$ cat config.mk
export PLATFORM = sky130hd
export DESIGN_NAME = gmii_rx_mac
export DESIGN_NICKNAME = d
export VERILOG_FILES = /design/src/rtl/eth_pkg.sv /design/src/rtl/crc32_d8.sv /design/src/rtl/gmii_rx_mac.sv
export SDC_FILE = /design/constraint.sdc
export NUM_CORES = 1
export LEC_CHECK = 0
export CAP_MARGIN = 20
export CORE_MARGIN = 2
export CORE_UTILIZATION = 53
export CTS_CLUSTER_DIAMETER = 150
export DETAILED_ROUTE_END_ITERATION = 8
export PLACE_DENSITY_LB_ADDON = 0.25
export SYNTH_ARGS = -nofsm -noshare
export SYNTH_HDL_FRONTEND = slang
export SYNTH_SLANG_ARGS = --single-unit
$ cat constraint.sdc
create_clock -name clk -period 3.6 [get_ports clk]
set_input_delay 0.72 -clock clk [delete_from_list [all_inputs] [get_ports clk]]
set_output_delay 0.72 -clock clk [all_outputs]
set_load 0.005 [all_outputs]
$ cat src/rtl/eth_pkg.sv
// Shared Ethernet receive-path definitions: framing bytes, CRC-32 constants,
// frame status codes and receive FSM states.
package eth_pkg;

    localparam logic [7:0]  ETH_PREAMBLE  = 8'h55;
    localparam logic [7:0]  ETH_SFD       = 8'hD5;

    localparam logic [31:0] CRC32_POLY    = 32'hEDB88320;
    localparam logic [31:0] CRC32_INIT    = 32'hFFFFFFFF;
    localparam logic [31:0] CRC32_RESIDUE = 32'hDEBB20E3;

    // End-of-frame status, numeric values are visible on out_status.
    typedef enum logic [2:0] {
        RX_OK    = 3'd0,
        RX_FCS   = 3'd1,
        RX_SHORT = 3'd2,
        RX_LONG  = 3'd3,
        RX_RXER  = 3'd4
    } rx_status_e;

    typedef enum logic [2:0] {
        WAIT_IDLE,
        IDLE,
        PREAMBLE,
        DATA,
        DROP,
        DROP_LONG
    } rx_state_e;

endpackage

$ cat src/rtl/crc32_d8.sv
// Combinational CRC-32 (reflected, poly 0xEDB88320) next-state function,
// one byte per call. Shared between the RX and TX MACs.
module crc32_d8
    import eth_pkg::*;
(
    input  logic [31:0] crc_in,
    input  logic [7:0]  data,
    output logic [31:0] crc_out
);

    function automatic logic [31:0] crc_step(input logic [31:0] c, input logic [7:0] d);
        logic [31:0] r;
        r = c ^ {24'h000000, d};
        for (int i = 0; i < 8; i++) begin
            r = r[0] ? ((r >> 1) ^ CRC32_POLY) : (r >> 1);
        end
        return r;
    endfunction

    assign crc_out = crc_step(crc_in, data);

endmodule

$ cat src/rtl/gmii_rx_mac.sv
// GMII receive MAC front end: strips preamble/SFD, checks and strips the FCS,
// emits payload bytes with SOF and one end-of-frame status beat.
// Optional statistics counters are built when GMII_RX_STATS_EN is defined;
// otherwise the stat ports are tied to zero.
module gmii_rx_mac
    import eth_pkg::*;
#(
    parameter int MIN_LEN = 64,
    parameter int MAX_LEN = 1518,
    parameter int STAT_W  = 32
) (
    input  logic              clk,
    input  logic              arst_n,
    input  logic [7:0]        gmii_rxd,
    input  logic              gmii_rx_dv,
    input  logic              gmii_rx_er,
    output logic [7:0]        out_data,
    output logic              out_valid,
    output logic              out_sof,
    output logic              out_eof,
    output logic [2:0]        out_status,
    output logic [STAT_W-1:0] stat_frames_ok,
    output logic [STAT_W-1:0] stat_frames_bad
);

    localparam logic [15:0] MIN_LEN_C = 16'(MIN_LEN);
    localparam logic [15:0] MAX_LEN_C = 16'(MAX_LEN);
    // Bytes held back in the delay line; that many trailing bytes are the FCS.
    localparam logic [15:0] FCS_LEN   = 16'd4;

    rx_state_e   state_q, state_d;
    logic [31:0] crc_q, crc_next;
    logic [15:0] cnt_q;
    logic        rxer_q;
    logic [7:0]  dl_q [4];

    logic        valid_d, sof_d, eof_d;
    logic [7:0]  data_d;
    rx_status_e  status_d;

    logic        sfd_seen, data_byte, long_hit, data_end, frame_tail, long_end;

    assign sfd_seen   = (state_q == PREAMBLE) && gmii_rx_dv && (gmii_rxd == ETH_SFD);
    assign data_byte  = (state_q == DATA) && gmii_rx_dv;
    assign long_hit   = data_byte && (cnt_q == MAX_LEN_C);
    assign data_end   = (state_q == DATA) && !gmii_rx_dv;
    // SOF was emitted exactly when more than the FCS length was received.
    assign frame_tail = data_end && (cnt_q > FCS_LEN);
    assign long_end   = (state_q == DROP_LONG) && !gmii_rx_dv;

    crc32_d8 u_crc (
        .crc_in  (crc_q),
        .data    (gmii_rxd),
        .crc_out (crc_next)
    );

    // FSM state register.
    always_ff @(posedge clk or negedge arst_n) begin
        // NOTE: sequential state uses non-blocking assignments so every flop
        // samples pre-edge values regardless of statement order.
        if (!arst_n) state_q <= WAIT_IDLE;
        else         state_q <= state_d;
    end

    // FSM next-state logic.
    always_comb begin
        // NOTE: default assignment first so no path leaves state_d unassigned
        // (which would infer a latch).
        state_d = state_q;
        case (state_q)
            WAIT_IDLE: if (!gmii_rx_dv) state_d = IDLE;
            IDLE: begin
                if (gmii_rx_dv) state_d = (gmii_rxd == ETH_PREAMBLE) ? PREAMBLE : DROP;
            end
            PREAMBLE: begin
                if (!gmii_rx_dv)                  state_d = IDLE;
                else if (gmii_rxd == ETH_SFD)      state_d = DATA;
                else if (gmii_rxd != ETH_PREAMBLE) state_d = DROP;
            end
            DATA: begin
                if (!gmii_rx_dv)   state_d = IDLE;
                else if (long_hit) state_d = DROP_LONG;
            end
            DROP:      if (!gmii_rx_dv) state_d = IDLE;
            DROP_LONG: if (!gmii_rx_dv) state_d = IDLE;
            default:   state_d = WAIT_IDLE;
        endcase
    end

    // FSM output logic: next values for the registered output beat.
    always_comb begin
        valid_d  = data_byte && !long_hit && (cnt_q >= FCS_LEN);
        sof_d    = valid_d && (cnt_q == FCS_LEN);
        data_d   = valid_d ? dl_q[3] : 8'h00;
        eof_d    = frame_tail || long_end;
        status_d = RX_OK;
        if (long_end) begin
            status_d = rxer_q ? RX_RXER : RX_LONG;
        end else if (frame_tail) begin
            if (rxer_q)                    status_d = RX_RXER;
            else if (cnt_q < MIN_LEN_C)    status_d = RX_SHORT;
            else if (crc_q != CRC32_RESIDUE) status_d = RX_FCS;
        end
    end

    // Per-frame CRC, saturating byte counter and latched rx_er.
    always_ff @(posedge clk or negedge arst_n) begin
        if (!arst_n) begin
            crc_q  <= CRC32_INIT;
            cnt_q  <= 16'd0;
            rxer_q <= 1'b0;
        end else if (sfd_seen) begin
            crc_q  <= CRC32_INIT;
            cnt_q  <= 16'd0;
            rxer_q <= 1'b0;
        end else if (data_byte) begin
            crc_q <= crc_next;
            if (cnt_q != 16'hFFFF) cnt_q <= cnt_q + 16'd1;
            if (gmii_rx_er)        rxer_q <= 1'b1;
        end
    end

    // Four-byte delay line that holds back the trailing FCS.
    always_ff @(posedge clk) begin
        // NOTE: no reset on this storage; its contents are only read once the
        // byte counter shows four fresh bytes have been shifted in.
        if (data_byte) begin
            dl_q[0] <= gmii_rxd;
            dl_q[1] <= dl_q[0];
            dl_q[2] <= dl_q[1];
            dl_q[3] <= dl_q[2];
        end
    end

    // Registered output beat.
    always_ff @(posedge clk or negedge arst_n) begin
        if (!arst_n) begin
            out_data   <= 8'h00;
            out_valid  <= 1'b0;
            out_sof    <= 1'b0;
            out_eof    <= 1'b0;
            out_status <= 3'd0;
        end else begin
            out_data   <= data_d;
            out_valid  <= valid_d;
            out_sof    <= sof_d;
            out_eof    <= eof_d;
            out_status <= status_d;
        end
    end

`ifdef GMII_RX_STATS_EN
    localparam logic [STAT_W-1:0] STAT_MAX = '1;

    logic drop_from_pre, inc_ok, inc_bad;

    assign drop_from_pre = (state_q == PREAMBLE) && gmii_rx_dv &&
                           (gmii_rxd != ETH_PREAMBLE) && (gmii_rxd != ETH_SFD);
    assign inc_ok  = eof_d && (status_d == RX_OK);
    assign inc_bad = (eof_d && (status_d != RX_OK)) || drop_from_pre ||
                     (data_end && (cnt_q <= FCS_LEN));

    // Saturating good/bad frame counters.
    always_ff @(posedge clk or negedge arst_n) begin
        if (!arst_n) begin
            stat_frames_ok  <= '0;
            stat_frames_bad <= '0;
        end else begin
            if (inc_ok && (stat_frames_ok != STAT_MAX))   stat_frames_ok  <= stat_frames_ok + 1'b1;
            if (inc_bad && (stat_frames_bad != STAT_MAX)) stat_frames_bad <= stat_frames_bad + 1'b1;
        end
    end
`else
    assign stat_frames_ok  = '0;
    assign stat_frames_bad = '0;
`endif

endmodule

# Word level (Yosys, flattened, before mapping)
# Memory sizes are Yosys's and may differ from the RTL's.
# Cells that the tools add are included.
dict set report classes {
  magnitude_cmp 3
  n_bitwise 9
  n_eq_ne 16
  mux 34
  addsub 1
  reduce_logical 21
}
# cell count
set ops {}
lappend ops {{two-way mux 32 bit} 10}
lappend ops {{inverter 13 -> 14 bit} 8}
lappend ops {{two-way mux 16 bit} 3}
lappend ops {{two-way mux 3 bit} 12}
lappend ops {{inequality test 32 bit (second input constant)} 1}
lappend ops {{bitwise XOR 32 x 8 -> 32 bit} 1}
lappend ops {{adder 16 x 1 -> 16 bit (second input constant)} 1}
lappend ops {{== test 16 x 11 -> 1 bit (second input constant)} 1}
lappend ops {{== test 16 x 3 -> 1 bit (second input constant)} 1}
lappend ops {{greater-or-equal comparator 16 x 3 -> 1 bit (second input constant)} 1}
lappend ops {{> comparator 16 x 3 -> 1 bit (second input constant)} 1}
lappend ops {{less-than comparator 16 x 7 -> 1 bit (second input constant)} 1}
lappend ops {{inequality test 16 bit (second input constant)} 1}
lappend ops {{one-hot mux 3 bit (4 select lines)} 1}
lappend ops {{logical AND 1 bit} 10}
lappend ops {{== test 8 x 7 -> 1 bit (second input constant)} 1}
lappend ops {{== test 8 bit (second input constant)} 1}
lappend ops {{two-way mux 8 bit} 1}
lappend ops {{inequality test 8 x 7 -> 1 bit (second input constant)} 1}
lappend ops {{== test 3 x 2 -> 1 bit (second input constant)} 2}
lappend ops {{== test 3 bit (second input constant)} 2}
lappend ops {{two-way mux 1 bit} 6}
lappend ops {{nonzero test 2 bit} 3}
lappend ops {{inequality test 2 bit (second input constant)} 2}
lappend ops {{other kinds (10)} 12}
dict set report totals {
  ram_bits 32
  mem_count 1
  reg_bits 66
}
# memory words width rd rd_ports_with_merged_regs wr line_no
set memory_table {}
lappend memory_table {dl_q 4 8 4 0 4 gmii_rx_mac.sv:35} ;# logic [7:0] dl_q [4];

# Depth between registers and ports, before layout
dict set report depth {
  ltp_word 19
  ltp_mapped 7
  depth_no_buf 6
}

# By module
# From an unflattened synthesis, not the netlist that was laid out.
dict set report hier_totals {
  hier_cells 503
  hier_area_um2 5301.3
}
# mod instances seq_area_each_um2 cells_per_inst area_per_inst_um2
set modules_own_cells {}
lappend modules_own_cells {gmii_rx_mac 1 2652.5 432 4584.4}
lappend modules_own_cells {crc32_d8 1 0.0 71 716.9}

# Worst setup path after synthesis
# Ideal clock, no wire load.
dict set report synth_path {
  path_kind {input port to flip-flop}
  start {input gmii_rx_dv}
  end {memory dl_q[0][0], enable pin}
  required_time_ns 3.191
  setup_time_ns 0.409
  arrival_ns 2.276
  path_stages 3
  slack_ns 0.915
  path_cell_list {nand4b_1 > inv_2 > clkbuf_1}
}
# element line_no
set synth_lines {}
lappend synth_lines {{from (decl)} gmii_rx_mac.sv:15} ;# input logic gmii_rx_dv,
lappend synth_lines {{to (decl)} gmii_rx_mac.sv:35}

# Final worst setup path
dict set report layout_path {
  start {input gmii_rx_dv}
  end {register cnt_q[0]}
}
dict set report layout_between {
  elab_chain_len 4
}
# element line_no
set layout_lines {}
lappend layout_lines {{logical AND 1 bit (2 in series)} gmii_rx_mac.sv:43} ;# assign sfd_seen = (state_q == PREAMBLE) && gmii_rx_dv && (gmii_rxd == ETH_SFD);
lappend layout_lines {{nonzero test 2 bit (no source line)} -}
lappend layout_lines {{AND reduction 2 bit (no source line)} -}
lappend layout_lines {{to (signal assigned)} gmii_rx_mac.sv:118} ;# if (cnt_q != 16'hFFFF) cnt_q <= cnt_q + 16'd1;
lappend layout_lines {{to (decl)} gmii_rx_mac.sv:33} ;# logic [15:0] cnt_q;
# Parallel ways exist; a longest one is shown, timed or not.
# A chain may end at the register's enable or synchronous reset.

==> results.tsv <==
metric	value	unit
hold_buffers	0	
ys_ff_latch	98	
r2r_end	out_data[0]$_DFF_PN0_	
worstSetupPathType	in -> reg	
cts_sinks	98	
ys.flop_type	dfrtp_1	
hp-class	in -> async	
final_common_cell	conb_1	
yosys_warnings	0	
placed_cells_incl_taps	612	
fin_nets	505	
relSlewSlack	47.8	%
period_minus_slack	2490	ps
fp.dieH	103	um
fin_total_pwr	2280	uW
fin_skew	12.9	ps
p_per_area	408	nW/um^2
clock_latency	370	ps
place_hpwl	6470	um
drt_wl_total	9180	um
swShare	27.3	%
overflow	0	
port_buffers	25	
drive_gt1_share	15.2	%
ios	90	
synthSimpleGateAreaFrac	12.9	%
p_sw	621	uW
peakVddDrop	0.248	mV
wl_per_cell	14.6	um
fin_crit_sh	69.3	%
setup_viol	0	
n_antenna_cell	0	
synth_mux_area_share	0	%
vias_per_cell	5.10	
synth_top_cell_area_share	18.5	%
start_util	54.0	%
ys_seq_area_share	51.0	%
final_cell_mix	64 x conb_1, 46 x xnor2_1, 34 x a21oi_1, 34 x dfrtp_1	
clkPwrFrac	33.4	%
synth_adder_area_share	0.722	%
cpMaxStageDelayCell	clkdlybuf4s50_1	
first_global_vias	2964	
ant_nets	0	
ctsResizeCount	0	
cts_root_buf	clkbuf_8	
synth-xor-area-share	16.3	%
worstMarginPinSlew	783	ps
maxCapViolCount	0	
netlist_instances	463	
worstPathRequired	3860	ps
cts.htree.levels	3	
core_area	9640	um^2
synth_enable_flop_cells	32	
area_growth	7.31	%
power_frac_comb	13.5	%
synth_cell_type_count	49	
dr_total_vias	3203	
cts_buffers	9	
synth_top_family_by_area	XOR/XNOR gates	
start_kind	input pin	
p_leak	0.00224	uW
setup_tns	0	ps
synth_compound_area_share	7.84	%
syn_area_per_cell	11.2	um^2
critPathCaptureType	flip-flop	
critPathMaxFanout	34	
placementRows	36	
place_area	5360	um^2
ys_async_sr_fraction	67.3	%
crit_path_cell_trace	clkdlybuf4s50_1 > nor4bb_1 > and3_1 > buf_4 > nor3_1 > a21o_1	
hold_violations	0	
status	completed	
rsz0062_at_grt	false	
first_pass_iters	4	
cpPeakStageDelay	620	ps
netlist_area	5200	um^2
fin_cells	628	
nFillCells	787	
drv_slew	0	
place_congestion	0.974	
arrival	2750	ps
grt_pass1_wl	14900	um
ff2ff_setup_slack	1410	ps
grt_usage	18.4	%
max_freq	401	MHz
grt_antenna_before_repair	0	
post_cts_buffers	0	
drc	0	
ys_top_cells_by_area	edfxtp_1 18%, dfrtp_1 16%, dfstp_2 16%	
power.internal	1650	uW
die_area	10600	um^2
holdWs	430	ps
grt_max_degree	49	
reg2regPathDepth	5	
die_x	103	um
path_clk_slew	100	ps
first_iter_violations	159	
yosysTopAreaCell	edfxtp_1	
cts_tree	built	
r2r-start	cnt_q[14]$_DFFE_PN0P_	
clk_path_buf_depth	2	
final_area	5580	um^2
seq_power_share	53.1	%
[layout make-up]
type | count | area [um^2] | area share [%]
clock inverter | 7 | 93.8 | 1.68
inverter | 7 | 26.3 | 0.471
clock buffer | 9 | 124 | 2.22
tap | 133 | 166 | 2.98
sequential | 98 | 2650 | 47.5
timing repair buffer | 34 | 313 | 5.60
multi-input combinational | 340 | 2210 | 39.5
[metrics by stage]
stage | utilization, % | setup slack [ps]
CTS | 57.9 | 1150
detailed placement | 55.6 | 755
floorplan | - | 915
global placement | 55.6 | 833
finish | 57.9 | 1110
global route | 57.9 | 1000
[how the worst max path moves through the flow]
stage | startpoint | to | slack [ps] | cells after the start
4_1_cts | gmii_rx_dv | cnt_q[0]$_DFFE_PN0P_ | 1150 | 6
5_1_grt | gmii_rx_dv | cnt_q[0]$_DFFE_PN0P_ | 1000 | 6
2_1_floorplan | gmii_rx_dv | dl_q[0][0]$_DFFE_PP_ | 910 | 3
3_5_place_dp | gmii_rx_dv | cnt_q[0]$_DFFE_PN0P_ | 760 | 6
3_3_place_gp | gmii_rx_dv | crc_q[28]$_DFFE_PN1P_ | 830 | 6
6_report | gmii_rx_dv | cnt_q[0]$_DFFE_PN0P_ | 1110 | 6
[cell families after synthesis]
logic type,count (synthesis)
flops,98
fa+ha+maj,3
other cells,1
buf+inv,88
simple gates,121
xor+xnor,83
compound gates,69
[critical path: cells and delay by family]
| kind | cells | cell delay, ps |
|---|---|---|
| AO/OA/AOI/OAI | 1 | 160 |
| AND/OR/NAND/NOR | 3 | 880 |
| buffers and inverters | 2 | 960 |
[power groups by stage]
stage                     combinational [uW]  clock [uW]  sequential [uW]
after floorplan                          283           0             1210
after global placement                   297           0             1230
after CTS                                307         788             1210
final                                    306         761             1210
after global routing                     342         824             1210
after detailed placement                 304           0             1230
[cell usage after synthesis, types with 2 or more instances]
cell type,instances
dfrtp_1,34
xnor2_2,8
ha_1,3
nor4bb_1,2
o21ai_0,14
o21ai_1,2
o2111ai_1,2
nor4_1,7
nor2b_1,3
dfstp_2,32
nor3_1,29
and4_1,2
and3_1,5
clkbuf_1,10
inv_1,6
a31oi_1,2
nand3b_1,2
nand4_1,7
xor2_1,24
and2_1,12
buf_4,64
xnor2_1,46
a211oi_1,5
nand3_1,5
buf_2,7
edfxtp_1,32
xor2_2,3
nor2_1,24
a21oi_1,34
nand2_1,11
nand4b_1,6
o21a_1,3
[flip-flops by register name, indices dropped and copies added, names as in the netlist, 3 cells and up]
signal / flops
out_status: 3
out_data: 8
cnt_q: 16
state_q: 3
crc_q: 32
dl_q: 32
[layer usage]
| metal | part of all wire, % | track usage (%) | vias up | wire (um) |
|---|---|---|---|---|
| met5 | 0 | 0 | - | 0 |
| met1 | 45 | 24.9 | 1544 | 4100 |
| met2 | 48 | 28.9 | 120 | 4390 |
| met4 | 2.2 | 8.20 | 0 | 198 |
| met3 | 5.3 | 3.80 | 17 | 488 |
| li1 | - | - | 1522 | - |
Note: power is estimated with default switching activity, not from simulation.
